<file path="src/rtl/hzd_pkg.sv">
// Shared definitions for the pipeline hazard controller: FSM encoding,
// RV32I opcodes, the control-output bundle and the load-use detector.
package hzd_pkg;

   localparam logic [1:0] ST_BOOT     = 2'd0;
   localparam logic [1:0] ST_RUN      = 2'd1;
   localparam logic [1:0] ST_MEM_WAIT = 2'd2;
   localparam logic [1:0] ST_ERROR    = 2'd3;

   localparam logic [6:0] OP_LUI    = 7'b0110111;
   localparam logic [6:0] OP_AUIPC  = 7'b0010111;
   localparam logic [6:0] OP_JAL    = 7'b1101111;
   localparam logic [6:0] OP_JALR   = 7'b1100111;
   localparam logic [6:0] OP_BRANCH = 7'b1100011;
   localparam logic [6:0] OP_LOAD   = 7'b0000011;
   localparam logic [6:0] OP_STORE  = 7'b0100011;
   localparam logic [6:0] OP_IMM    = 7'b0010011;
   localparam logic [6:0] OP_REG    = 7'b0110011;
   localparam logic [6:0] OP_FENCE  = 7'b0001111;
   localparam logic [6:0] OP_SYSTEM = 7'b1110011;

   typedef struct packed {
      logic pc_write;
      logic if_id_write;
      logic id_ex_write;
      logic ex_mem_write;
      logic if_id_flush;
      logic id_ex_bubble;
      logic mem_wb_bubble;
   } ctrl_t;

   localparam ctrl_t CTRL_RUN    = '{1'b1, 1'b1, 1'b1, 1'b1, 1'b0, 1'b0, 1'b0};
   localparam ctrl_t CTRL_FREEZE = '{1'b0, 1'b0, 1'b0, 1'b0, 1'b0, 1'b0, 1'b1};
   localparam ctrl_t CTRL_BOOT   = '{1'b0, 1'b0, 1'b0, 1'b0, 1'b0, 1'b1, 1'b1};

   // x0 is hard-wired to zero, so a load targeting it never creates a hazard.
   function automatic logic load_use_hazard(
      input logic       ex_mem_read,
      input logic [4:0] ex_rd,
      input logic       uses_rs1,
      input logic [4:0] rs1,
      input logic       uses_rs2,
      input logic [4:0] rs2
   );
      logic w_hit1;
      logic w_hit2;
      w_hit1 = uses_rs1 && (rs1 == ex_rd);
      w_hit2 = uses_rs2 && (rs2 == ex_rd);
      return ex_mem_read && (ex_rd != 5'd0) && (w_hit1 || w_hit2);
   endfunction

endpackage

</file>
<file path="src/rtl/sat_counter.sv">
// Saturating up-counter with synchronous clear that overrides increment.
module sat_counter #(
   parameter int unsigned W = 32
) (
   input  logic         clk,
   input  logic         rst_n,
   input  logic         inc,
   input  logic         clr,
   output logic [W-1:0] count
);

   logic [W-1:0] r_count;

   always_ff @(posedge clk or negedge rst_n) begin
      if (!rst_n) begin
         r_count <= '0;
      end else if (clr) begin
         r_count <= '0;
      end else if (inc && (r_count != '1)) begin
         r_count <= r_count + 1'b1;
      end
   end

   assign count = r_count;

endmodule

</file>
<file path="src/rtl/hazard_control_unit.sv">
// Pipeline hazard controller: boot freeze, memory-wait freeze with timeout,
// branch flush and load-use stall, plus stall/flush performance counters.
module hazard_control_unit
   import hzd_pkg::*;
#(
   parameter int unsigned BOOT_CYCLES = 4,
   parameter int unsigned MEM_TIMEOUT = 255
) (
   input  logic        clk,
   input  logic        rst_n,
   input  logic [4:0]  ID_ReadRegNum1,
   input  logic [4:0]  ID_ReadRegNum2,
   input  logic        ID_uses_rs1,
   input  logic        ID_uses_rs2,
   input  logic        EX_cntl_MemRead,
   input  logic [4:0]  EX_WriteRegNum,
   input  logic        EX_branch_taken,
   input  logic        MEM_cntl_MemRead,
   input  logic        MEM_cntl_MemWrite,
   input  logic        dmem_ready,
   input  logic        cntr_clear,
   output logic        PC_Write,
   output logic        IF_ID_Write,
   output logic        ID_EX_Write,
   output logic        EX_MEM_Write,
   output logic        IF_ID_Flush,
   output logic        ID_EX_Bubble,
   output logic        MEM_WB_Bubble,
   output logic [31:0] stall_cycles,
   output logic [31:0] flush_count,
   output logic        err_timeout,
   output logic [1:0]  state_o
);

   localparam int unsigned WAIT_W = $clog2(MEM_TIMEOUT + 1);

   logic [1:0]        r_state;
   logic [1:0]        w_next;
   logic [7:0]        r_boot_cnt;
   logic [WAIT_W-1:0] r_wait_cnt;
   logic              r_err;

   logic  w_mem_stall;
   logic  w_load_use;
   logic  w_boot_done;
   logic  w_wait_limit;
   logic  w_freeze;
   logic  w_stall_inc;
   ctrl_t w_ctrl;

   assign w_mem_stall  = (MEM_cntl_MemRead | MEM_cntl_MemWrite) & ~dmem_ready;
   assign w_load_use   = load_use_hazard(EX_cntl_MemRead, EX_WriteRegNum,
                                         ID_uses_rs1, ID_ReadRegNum1,
                                         ID_uses_rs2, ID_ReadRegNum2);
   assign w_boot_done  = (r_boot_cnt == 8'(BOOT_CYCLES - 1));
   assign w_wait_limit = (r_wait_cnt == WAIT_W'(MEM_TIMEOUT));

   // MEM_WAIT only looks at dmem_ready: the access that caused it is still held in MEM.
   always_comb begin
      w_freeze = 1'b0;
      case (r_state)
         ST_RUN:      w_freeze = w_mem_stall;
         ST_MEM_WAIT: w_freeze = ~dmem_ready;
         ST_ERROR:    w_freeze = 1'b1;
         default:     w_freeze = 1'b0;
      endcase
   end

   always_comb begin
      w_ctrl = CTRL_RUN;
      if (r_state == ST_BOOT) begin
         w_ctrl = CTRL_BOOT;
      end else if (w_freeze) begin
         w_ctrl = CTRL_FREEZE;
      end else if (EX_branch_taken) begin
         w_ctrl.if_id_flush  = 1'b1;
         w_ctrl.id_ex_bubble = 1'b1;
      end else if (w_load_use) begin
         w_ctrl.pc_write     = 1'b0;
         w_ctrl.if_id_write  = 1'b0;
         w_ctrl.id_ex_bubble = 1'b1;
      end
   end

   always_comb begin
      w_next = r_state;
      case (r_state)
         ST_BOOT: begin
            if (w_boot_done) w_next = ST_RUN;
         end
         ST_RUN: begin
            if (w_mem_stall) w_next = ST_MEM_WAIT;
         end
         ST_MEM_WAIT: begin
            if (dmem_ready)        w_next = ST_RUN;
            else if (w_wait_limit) w_next = ST_ERROR;
         end
         default: w_next = ST_ERROR;
      endcase
   end

   always_ff @(posedge clk or negedge rst_n) begin
      if (!rst_n) begin
         r_state    <= ST_BOOT;
         r_boot_cnt <= '0;
         r_wait_cnt <= '0;
         r_err      <= 1'b0;
      end else begin
         r_state <= w_next;
         if (r_state == ST_BOOT) begin
            r_boot_cnt <= r_boot_cnt + 1'b1;
         end
         if ((r_state == ST_RUN) && w_mem_stall) begin
            r_wait_cnt <= WAIT_W'(1);
         end else if ((r_state == ST_MEM_WAIT) && !dmem_ready && !w_wait_limit) begin
            r_wait_cnt <= r_wait_cnt + 1'b1;
         end
         if (w_next == ST_ERROR) begin
            r_err <= 1'b1;
         end
      end
   end

   assign w_stall_inc = (r_state != ST_BOOT) && !w_ctrl.pc_write;

   sat_counter #(.W(32)) u_stall_cnt (
      .clk   (clk),
      .rst_n (rst_n),
      .inc   (w_stall_inc),
      .clr   (cntr_clear),
      .count (stall_cycles)
   );

   sat_counter #(.W(32)) u_flush_cnt (
      .clk   (clk),
      .rst_n (rst_n),
      .inc   (w_ctrl.if_id_flush),
      .clr   (cntr_clear),
      .count (flush_count)
   );

   assign PC_Write      = w_ctrl.pc_write;
   assign IF_ID_Write   = w_ctrl.if_id_write;
   assign ID_EX_Write   = w_ctrl.id_ex_write;
   assign EX_MEM_Write  = w_ctrl.ex_mem_write;
   assign IF_ID_Flush   = w_ctrl.if_id_flush;
   assign ID_EX_Bubble  = w_ctrl.id_ex_bubble;
   assign MEM_WB_Bubble = w_ctrl.mem_wb_bubble;
   assign err_timeout   = r_err;
   assign state_o       = r_state;

endmodule
</file>
<file path="config.mk">
export PLATFORM = sky130hd
export DESIGN_NAME = hazard_control_unit
export DESIGN_NICKNAME = d
export VERILOG_FILES = /design/src/rtl/hzd_pkg.sv /design/src/rtl/sat_counter.sv /design/src/rtl/hazard_control_unit.sv
export SDC_FILE = /design/constraint.sdc
export NUM_CORES = 1
export LEC_CHECK = 0
export CAP_MARGIN = 20
export CORE_UTILIZATION = 56
export CTS_CLUSTER_SIZE = 24
export DETAILED_ROUTE_END_ITERATION = 8
export PLACE_DENSITY_LB_ADDON = 0.15
export SLEW_MARGIN = 10
export SYNTH_ARGS = -nofsm -noshare
export SYNTH_HDL_FRONTEND = slang
export SYNTH_SLANG_ARGS = --single-unit
</file>
<file path="constraint.sdc">
create_clock -name clk -period 4.9 [get_ports clk]
set_clock_uncertainty 0.15 [all_clocks]
set_input_delay 0.49 -clock clk [delete_from_list [all_inputs] [get_ports clk]]
set_output_delay 0.49 -clock clk [all_outputs]
set_load 0.01 [all_outputs]
</file>
==> reports/metrics.csv, run 1 <==
metric,value,unit
root buf cell,clkbuf_8,
critical path type,in -> out,
Post-synth ARST share,100,%
TritonCTS clock tree,done,
ANT nets after route,0,
RePlAce Congestion,0.880,
"Top FF cell, synth",dfrtp_1,
number of synthesized flops with an enable pin,0,
total CTS buffers,9,
ANT cells,0,
vias in the first global route,3982,
worst path cell trace,clkdlybuf4s50_1 -> o21ba_2 -> o31ai_4 -> and2_1 -> clkdlybuf4s50_1,
final WL,11100,µm
unrepaired setup endpoints after global routing,false,
Clock transition at path regs,0.07,ns
VDD IR max,0.165,mV
Slew HR,31.4,%
startpoint types,input pin,
syn avg cell area,9.36,µm²
Seq cells post-synth,83,
Layout Area Growth over Synthesis,25.6,%
Gate power share,7.0,%
count of final setup violators,0,
hold depth,1,
initial DRC count,229,
post-CTS sizing,0,
Pint,1040,µW
PD cells,222,nW/µm²
setup_tns,0,ns
Peak Freq,291,MHz
Yosys Warn Count,0,
vias per std cell,6.08,
CP arrival,2.80,ns
"commonest non-fill, non-tap cells in the layout","96 x clkdlybuf4s50_1, 83 x dfrtp_1, 56 x nor2_1",
"commonest non-fill, non-tap cell in the layout",clkdlybuf4s50_1,
fin crit period,3.44,ns
final period utilization,70.2,%
Seq pwr share,52.7,%
Pwr Total,1350,µW
antenna violations before repair,0,
Slowest cell on crit path,clkdlybuf4s50_1,
Buffers on Ports,98,
syn_nets,547,
Pins Over Slew Limit,0,
Die Area,9040,µm²
Max Root-Sink Buffers,2,
largest net degree at the start of global routing,84,
post-synthesis sequential area ratio,42.8,%
insertion delay to the later sink of the worst-skew pair,0.35,ns
H-tree Lvls,3,
Worst Setup End Kind,output port,
CP peak stage delay,0.63,ns
detailed-route via count,4347,
hold_ws,0.318,ns
layout cells sized above 1,8.20,%
Ports,99,
Tightest Pin Transition,1.03,ns
Mapped Cells,518,
Fin. Hold Viols,0,
Fill cells,607,
Hold WC Path Type,reg -> reg,
DRT Pass-1 Iters,5,
Leak Pwr,0.00232,µW
core area,8300,µm²
crit path max fanout,14,
Row Count,33,
Post-DP HPWL,7600,µm
FF-to-FF path depth,7,
most frequent CP cell,clkdlybuf4s50_1,
# DRC,0,
switching part of the total,22.8,%
hold_buf cts,0,
die span in x,95.1,µm
max-cap viol count,0,
global-route wire length before repair,18500,µm
Die Y-Extent,95.1,µm
clk sinks,83,
global route total overflow,0,
Nets,635,
Netlist cell types,50,
all-layer global routing usage,25.9,%
status,completed,
clock share of power,40.3,%
Post-Syn Area,4850,µm²
Avg WL per Cell,15.5,µm
Psw,309,µW
setup bufs post-CTS,0,
Initial Util,58.5,%
CP required,4.26,ns
[registers in the layout (all words and copies together) (netlist names)]
name	count
state_o	2
r_wait_cnt	8
u_flush_cnt.count	32
r_boot_cnt	8
u_stall_cnt.count	32
err_timeout	1
[logic make-up (layout without fill, tap and decap cells)]
kind of cell             after synthesis  in the layout  share of synthesized area [%]
AND/OR/NAND/NOR                      258            258                           29.7
flip-flops                            83             83                           42.8
AO/OA/AOI/OAI                         78             78                           11.5
XOR/XNOR                              47             47                           8.49
buffers and inverters                 35            127                           3.51
multiplexers                          13             13                           3.02
adder cells (fa/ha/maj)                4              4                           1.03
[cell type report]
type | instances | area, µm² | share of cell area (%)
sequential | 83 | 2080 | 34.1
timing repair buffer | 102 | 1030 | 16.8
multi-input combinational | 400 | 2600 | 42.7
inverter | 10 | 37.5 | 0.616
tap | 105 | 131 | 2.16
clock inverter | 4 | 73.8 | 1.21
clock buffer | 11 | 141 | 2.32
[critical path, delay by kind of cell]
kind | cells | cell delay, ns
AOI/OAI and AO/OA | 2 | 0.58
buffers and inverters | 2 | 1.22
and+or+nand+nor | 1 | 0.50
[stage by stage]
step | utilization, % | std cells | area (µm²) | setup WS, ns
finish | 73.4 | 715 | 6090 | 1.46
floorplan | - | 518 | 4850 | 2.48
detailed placement | 70.3 | 698 | 5840 | 1.47
CTS | 72.9 | 713 | 6050 | 1.46
global placement | 70.3 | 698 | 5840 | 1.54
global route | 73.4 | 715 | 6090 | 1.35
[metal layers]
metal | part of all wire, % | vias to the layer above | track usage [%]
li1 | - | 2072 | -
met1 | 45 | 2102 | 35.9
met2 | 47 | 157 | 41.3
met3 | 6.0 | 16 | 5.10
met4 | 1.5 | 0 | 7.32
met5 | 0 | - | 0
[final timing paths]
check | from | to | slack [ns]
setup reg to reg | u_stall_cnt.count[0] | u_stall_cnt.count[17] | 1.67
setup / recovery | dmem_ready | IF_ID_Flush | 1.46
hold / removal | err_timeout | err_timeout | 0.32
hold reg to reg | err_timeout | err_timeout | 0.32
min in group asynchronous | rst_n | u_stall_cnt.count[3] | 0.43
max in group asynchronous | rst_n | u_stall_cnt.count[20] | 3.58
[cell usage after synthesis, drive strengths merged (11+ instances only)]
master  instances  area [µm²]
buf            11        80.1
nand4          26         163
and4           13         119
and3           18         115
nor4           12        75.1
nand3          24         125
clkbuf         14        52.6
or3            15        95.1
dfrtp          83        2080
nand2          33         124
o21ai          25         125
a21oi          29         149
xor2           15         131
nor2           56         210
nor2b          13        81.3
xnor2          32         280
nor3           16        80.1
mux2           13         146
or4            12        93.8
[power by group through the flow]
| stage | logic, µW | clock network, µW | registers (µW) |
|---|---|---|---|
| 6_report | 95.1 | 545 | 714 |
| 5_1_grt | 108 | 577 | 717 |
| 4_1_cts | 93.6 | 548 | 714 |
| 3_5_place_dp | 93.4 | 0 | 727 |
| 3_3_place_gp | 90.2 | 0 | 726 |
| 2_1_floorplan | 43.6 | 0 | 725 |
(Power assumes the default switching activity.)
==> run 2, diff against run 1 <==
--- a/config.mk
+++ b/config.mk
@@ -6,7 +6,7 @@
 export NUM_CORES = 1
 export LEC_CHECK = 0
 export CAP_MARGIN = 20
-export CORE_UTILIZATION = 56
+export CORE_UTILIZATION = 47
 export CTS_CLUSTER_SIZE = 24
 export DETAILED_ROUTE_END_ITERATION = 8
 export PLACE_DENSITY_LB_ADDON = 0.15
==> constraint.sdc (replaced) <==
create_clock -name clk -period 2.83 [get_ports clk]
set_clock_uncertainty 0.15 [all_clocks]
set_input_delay 0.283 -clock clk [delete_from_list [all_inputs] [get_ports clk]]
set_output_delay 0.283 -clock clk [all_outputs]
set_load 0.01 [all_outputs]
==> run 2 against run 1 <==
Sequential cell count stayed put. Clock power grew 53%. Final area increased by 2.5%. Register-to-register slack got worse by 1.4 ns. Sequential share of layout area shrank 0.81 points. Combinational power grew 79%. Via count is 0.16% higher. Power is 65% higher. Critical path type unchanged. Largest cell class unchanged. Largest power group unchanged.
==> reports/metrics.csv, run 2 (synthesis results as in run 1) <==
metric,value,unit
status,completed,
final period utilization,97.3,%
worst path cell trace,clkdlybuf4s50_1 -> xnor2_2 -> nand4_1 -> o22ai_1 -> nor2b_1 -> nor2_1 -> o22ai_1 -> clkdlybuf4s50_1,
crit path max fanout,3,
global-route wire length before repair,20300,µm
Avg WL per Cell,15.5,µm
hold depth,1,
startpoint types,input pin,
Pwr Total,2240,µW
TritonCTS clock tree,done,
layout cells sized above 1,11.2,%
detailed-route via count,4354,
"commonest non-fill, non-tap cell in the layout",clkdlybuf4s50_1,
fin util,63.0,%
CP top delay family,buffers and inverters,
ANT nets after route,0,
vias per std cell,5.75,
Layout Area Growth over Synthesis,28.7,%
ANT cells,0,
count of final setup violators,0,
final WL,11700,µm
setup bufs post-CTS,0,
Row Count,36,
Die Area,10700,µm²
total CTS buffers,9,
VDD IR max,0.263,mV
all-layer global routing usage,23.0,%
Fin. Hold Viols,0,
"commonest non-fill, non-tap cells in the layout","95 x clkdlybuf4s50_1, 82 x dfrtp_1, 56 x nor2_1",
Fill cells,878,
Hold WC Path Type,reg -> reg,
die span in x,104,µm
largest net degree at the start of global routing,84,
worst r2r src,u_stall_cnt.count[0],
antenna violations before repair,0,
Initial Util,49.0,%
PD cells,359,nW/µm²
FF-to-FF path depth,8,
clk sinks,83,
Peak Freq,363,MHz
CP peak stage delay,0.57,ns
critical path type,in -> out,
fin crit period,2.75,ns
hold_sp,err_timeout,
root buf cell,clkbuf_8,
DRT Pass-1 Iters,5,
Buffers on Ports,98,
max-cap viol count,0,
initial DRC count,231,
r2r endpoint,u_stall_cnt.count[19],
R2R setup slack,0.26,ns
Clock transition at path regs,0.07,ns
hold_ws,0.325,ns
worst path bufs/invs,2,
CP arrival,2.32,ns
Leak Pwr,0.00240,µW
Hold EP,err_timeout,
Max Root-Sink Buffers,2,
Post-DP HPWL,8180,µm
# DRC,0,
global route total overflow,0,
H-tree Lvls,3,
Slowest cell on crit path,clkdlybuf4s50_1,
Nets,650,
Ports,99,
setup_tns,0,ns
fin cells,757,
unrepaired setup endpoints after global routing,false,
insertion delay to the later sink of the worst-skew pair,0.35,ns
CP required,2.40,ns
Placed Instances,742,
RePlAce Congestion,0.803,
Worst Setup End Kind,output port,
core area,9910,µm²
Pins Over Slew Limit,0,
Slew HR,29.1,%
Die Y-Extent,104,µm
vias in the first global route,4214,
Tightest Pin Transition,1.06,ns
-- run 2: how the worst max path moves through the flow --
| stage | startpoint | end | depth (start not counted) |
|---|---|---|---|
| after floorplan | u_stall_cnt.count[0] | u_stall_cnt.count[23] | 9 |
| after global placement | EX_WriteRegNum[0] | PC_Write | 6 |
| after detailed placement | EX_WriteRegNum[4] | u_stall_cnt.count[16] | 8 |
| after CTS | EX_WriteRegNum[4] | ID_EX_Bubble | 8 |
| after global routing | EX_WriteRegNum[0] | PC_Write | 6 |
| final | EX_WriteRegNum[4] | ID_EX_Bubble | 8 |
-- run 2: layout make-up --
cell class | count | area [µm²] | share of cell area (%)
tap | 133 | 166 | 2.67
clock buffer | 11 | 141 | 2.26
clock inverter | 3 | 40.0 | 0.641
timing repair buffer | 117 | 1150 | 18.4
inverter | 10 | 37.5 | 0.601
multi-input combinational | 400 | 2630 | 42.2
sequential | 83 | 2080 | 33.3
-- run 2: where the power goes --
part / switching, µW / internal [µW]
clock: 413 / 420
combinational: 87.5 / 82.4
sequential: 26.1 / 1210
-- run 2: timing repair --
| action | in CTS | in global routing |
|---|---|---|
| setup endpoints to repair | 0 | 11 |
| hold buffers | 1 | 0 |
| endpoints found under the hold margin | 83 | 0 |
| gates resized for setup | 0 | 7 |
-- run 2: routing by layer --
layer  vias to the layer above  wire length [µm]  track usage [%]
li1                       2096                 -                -
met1                      2110              5260             31.2
met2                       137              5680             37.4
met3                        11               659             3.65
met4                         0               137             8.07
met5                         -                 0                0
-- run 2: stage by stage --
step	cell area, µm²	setup WS, ns
3_3_place_gp	6020	0.110
3_5_place_dp	6020	0.0289
6_report	6240	0.0775
4_1_cts	6210	0.0555
2_1_floorplan	4850	0.406
5_1_grt	6240	0.000129
==> run 3, diff against run 2 <==
--- a/config.mk
+++ b/config.mk
@@ -6,10 +6,11 @@
 export NUM_CORES = 1
 export LEC_CHECK = 0
 export CAP_MARGIN = 20
-export CORE_UTILIZATION = 47
+export CORE_UTILIZATION = 50
 export CTS_CLUSTER_SIZE = 24
 export DETAILED_ROUTE_END_ITERATION = 8
 export PLACE_DENSITY_LB_ADDON = 0.15
+export RECOVER_POWER = 100
 export SLEW_MARGIN = 10
 export SYNTH_ARGS = -nofsm -noshare
 export SYNTH_HDL_FRONTEND = slang
==> constraint.sdc (replaced) <==
create_clock -name clk -period 2.8 [get_ports clk]
set_clock_uncertainty 0.15 [all_clocks]
set_input_delay 0.28 -clock clk [delete_from_list [all_inputs] [get_ports clk]]
set_output_delay 0.28 -clock clk [all_outputs]
set_load 0.01 [all_outputs]
==> run 3 against run 2 <==
Final area is 1.0% lower. Cell count is 0.40% lower. Largest power group unchanged. Power is 5.9% higher. Die area is 5.9% lower. Highest routed layer unchanged. Register-to-register slack worse by 0.07 ns. Wire length is 1.6% higher. Count of clock-buffer cells in the layout is 1 lower. Critical path depth is 2 lower.
==> reports/metrics.csv, run 3 (synthesis results as in run 1) <==
metric,value,unit
Nets,650,
core area,9330,µm²
Seq pwr share,52.6,%
"commonest non-fill, non-tap cells in the layout","82 x dfrtp_1, 71 x dlygate4sd3_1, 56 x nor2_1",
fin cells,754,
Fin. Hold Viols,0,
count of final setup violators,0,
root buf cell,clkbuf_8,
H-tree Lvls,3,
Ports,99,
insertion delay to the later sink of the worst-skew pair,0.36,ns
Hold WC Path Type,reg -> reg,
GRT met3 Usage,4.30,%
M2 GR Usage,42.1,%
Die Y-Extent,100,µm
RePlAce Congestion,0.853,
Clock transition at path regs,0.08,ns
global-route wire length before repair,19900,µm
initial DRC count,187,
VDD IR max,0.303,mV
crit path max fanout,3,
gr busiest metal,met2,
critical path type,in -> out,
largest net degree at the start of global routing,53,
Max Root-Sink Buffers,2,
final WL,11900,µm
vias per std cell,5.83,
vias in the first global route,4276,
fin util,66.2,%
all-layer global routing usage,24.5,%
Gate power share,7.1,%
unrepaired setup endpoints after global routing,false,
clk sinks,83,
Final WS setup,0.0928,ns
Placed Instances,738,
CP arrival,2.28,ns
Pint,1820,µW
global route total overflow,0,
setup_tns,0,ns
layout cells sized above 1,9.12,%
Layout Area Growth over Synthesis,27.4,%
Leak Pwr,0.00260,µW
Post-DP HPWL,8400,µm
max-cap viol count,0,
die span in x,100,µm
Worst Setup End Kind,output port,
startpoint types,input pin,
Die Area,10100,µm²
total CTS buffers,9,
Psw,548,µW
Initial Util,52.0,%
switching part of the total,23.1,%
"commonest non-fill, non-tap cell in the layout",dfrtp_1,
Buffers on Ports,98,
dpl ws,0.0687,ns
PD cells,384,nW/µm²
met1 Use GR,31.8,%
DRT Pass-1 Iters,4,
antenna violations before repair,0,
ANT cells,0,
Slew HR,31.0,%
detailed-route via count,4394,
status,completed,
Avg WL per Cell,15.8,µm
Tightest Pin Transition,1.03,ns
TritonCTS clock tree,done,
Row Count,35,
# DRC,0,
ANT nets after route,0,
hold_ws,0.324,ns
Peak Freq,369,MHz
clock share of power,40.2,%
fin crit period,2.71,ns
Pins Over Slew Limit,0,
final period utilization,96.7,%
CP required,2.37,ns
run 3: changes by cell type in the layout (fill, tap and decap cells not counted), sizes merged:
| cell | previous run | this run |
|---|---|---|
| dlymetal6s2s | 1 | 0 |
| clkbuf | 11 | 15 |
| bufinv | 1 | 2 |
| buf | 20 | 15 |
| clkinvlp | 0 | 1 |
| dlygate4sd3 | 1 | 71 |
| clkdlybuf4s50 | 95 | 26 |
run 3: per-layer routing:
layer	vias up	wire [µm]	share of wire, %
met3	15	535	4.5
li1	2094	-	-
met2	135	5970	50
met5	-	0	0
met4	0	139	1.2
met1	2150	5280	44
run 3: timing repair:
item	CTS	global route
endpoints found under the hold margin	38	0
gates resized for setup	0	2
buffers inserted	0	0
setup endpoints to repair	0	3
hold buffers	1	0
run 3: final timing paths:
| kind | start | to | slack (ns) | depth (start not counted) |
|---|---|---|---|---|
| worst max-delay path | EX_WriteRegNum[0] | IF_ID_Write | 0.09 | 6 |
| worst min-delay path | err_timeout | err_timeout | 0.32 | 1 |
| worst max register to register | u_flush_cnt.count[7] | u_flush_cnt.count[25] | 0.19 | 6 |
| worst min register to register | err_timeout | err_timeout | 0.32 | 1 |
| max in group asynchronous | rst_n | state_o[0] | 1.21 | 3 |
| min in group asynchronous | rst_n | u_stall_cnt.count[25] | 0.48 | 2 |
run 3: layout make-up:
class | count | area [µm²]
Fill cell | 779 | 3150
Tap cell | 129 | 161
Inverter | 10 | 37.5
Clock buffer | 10 | 138
Clock inverter | 5 | 77.6
Timing Repair Buffer | 117 | 1130
Multi-Input combinational cell | 400 | 2560
Sequential cell | 83 | 2080
run 3: power groups by stage:
stage          logic (µW)  clock network, µW  registers (µW)
3_5_place_dp          172                  0            1270
5_1_grt               191               1030            1250
6_report              169                954            1250
3_3_place_gp          165                  0            1270
2_1_floorplan        76.2                  0            1270
4_1_cts               174                970            1250
run 3: critical path, stage by stage:
cell and delay, ns:
clkdlybuf4s50_1 0.47, or4_1 0.55, o21ai_2 0.16, nor2b_1 0.08, a21oi_1 0.18, clkdlybuf4s50_1 0.56
run 3: metrics by stage:
stage / total power, µW / instance area, µm²
4_1_cts: 2390 / 6240
6_report: 2370 / 6180
3_3_place_gp: 1440 / 6010
2_1_floorplan: 1350 / 4850
5_1_grt: 2470 / 6180
3_5_place_dp: 1440 / 6010
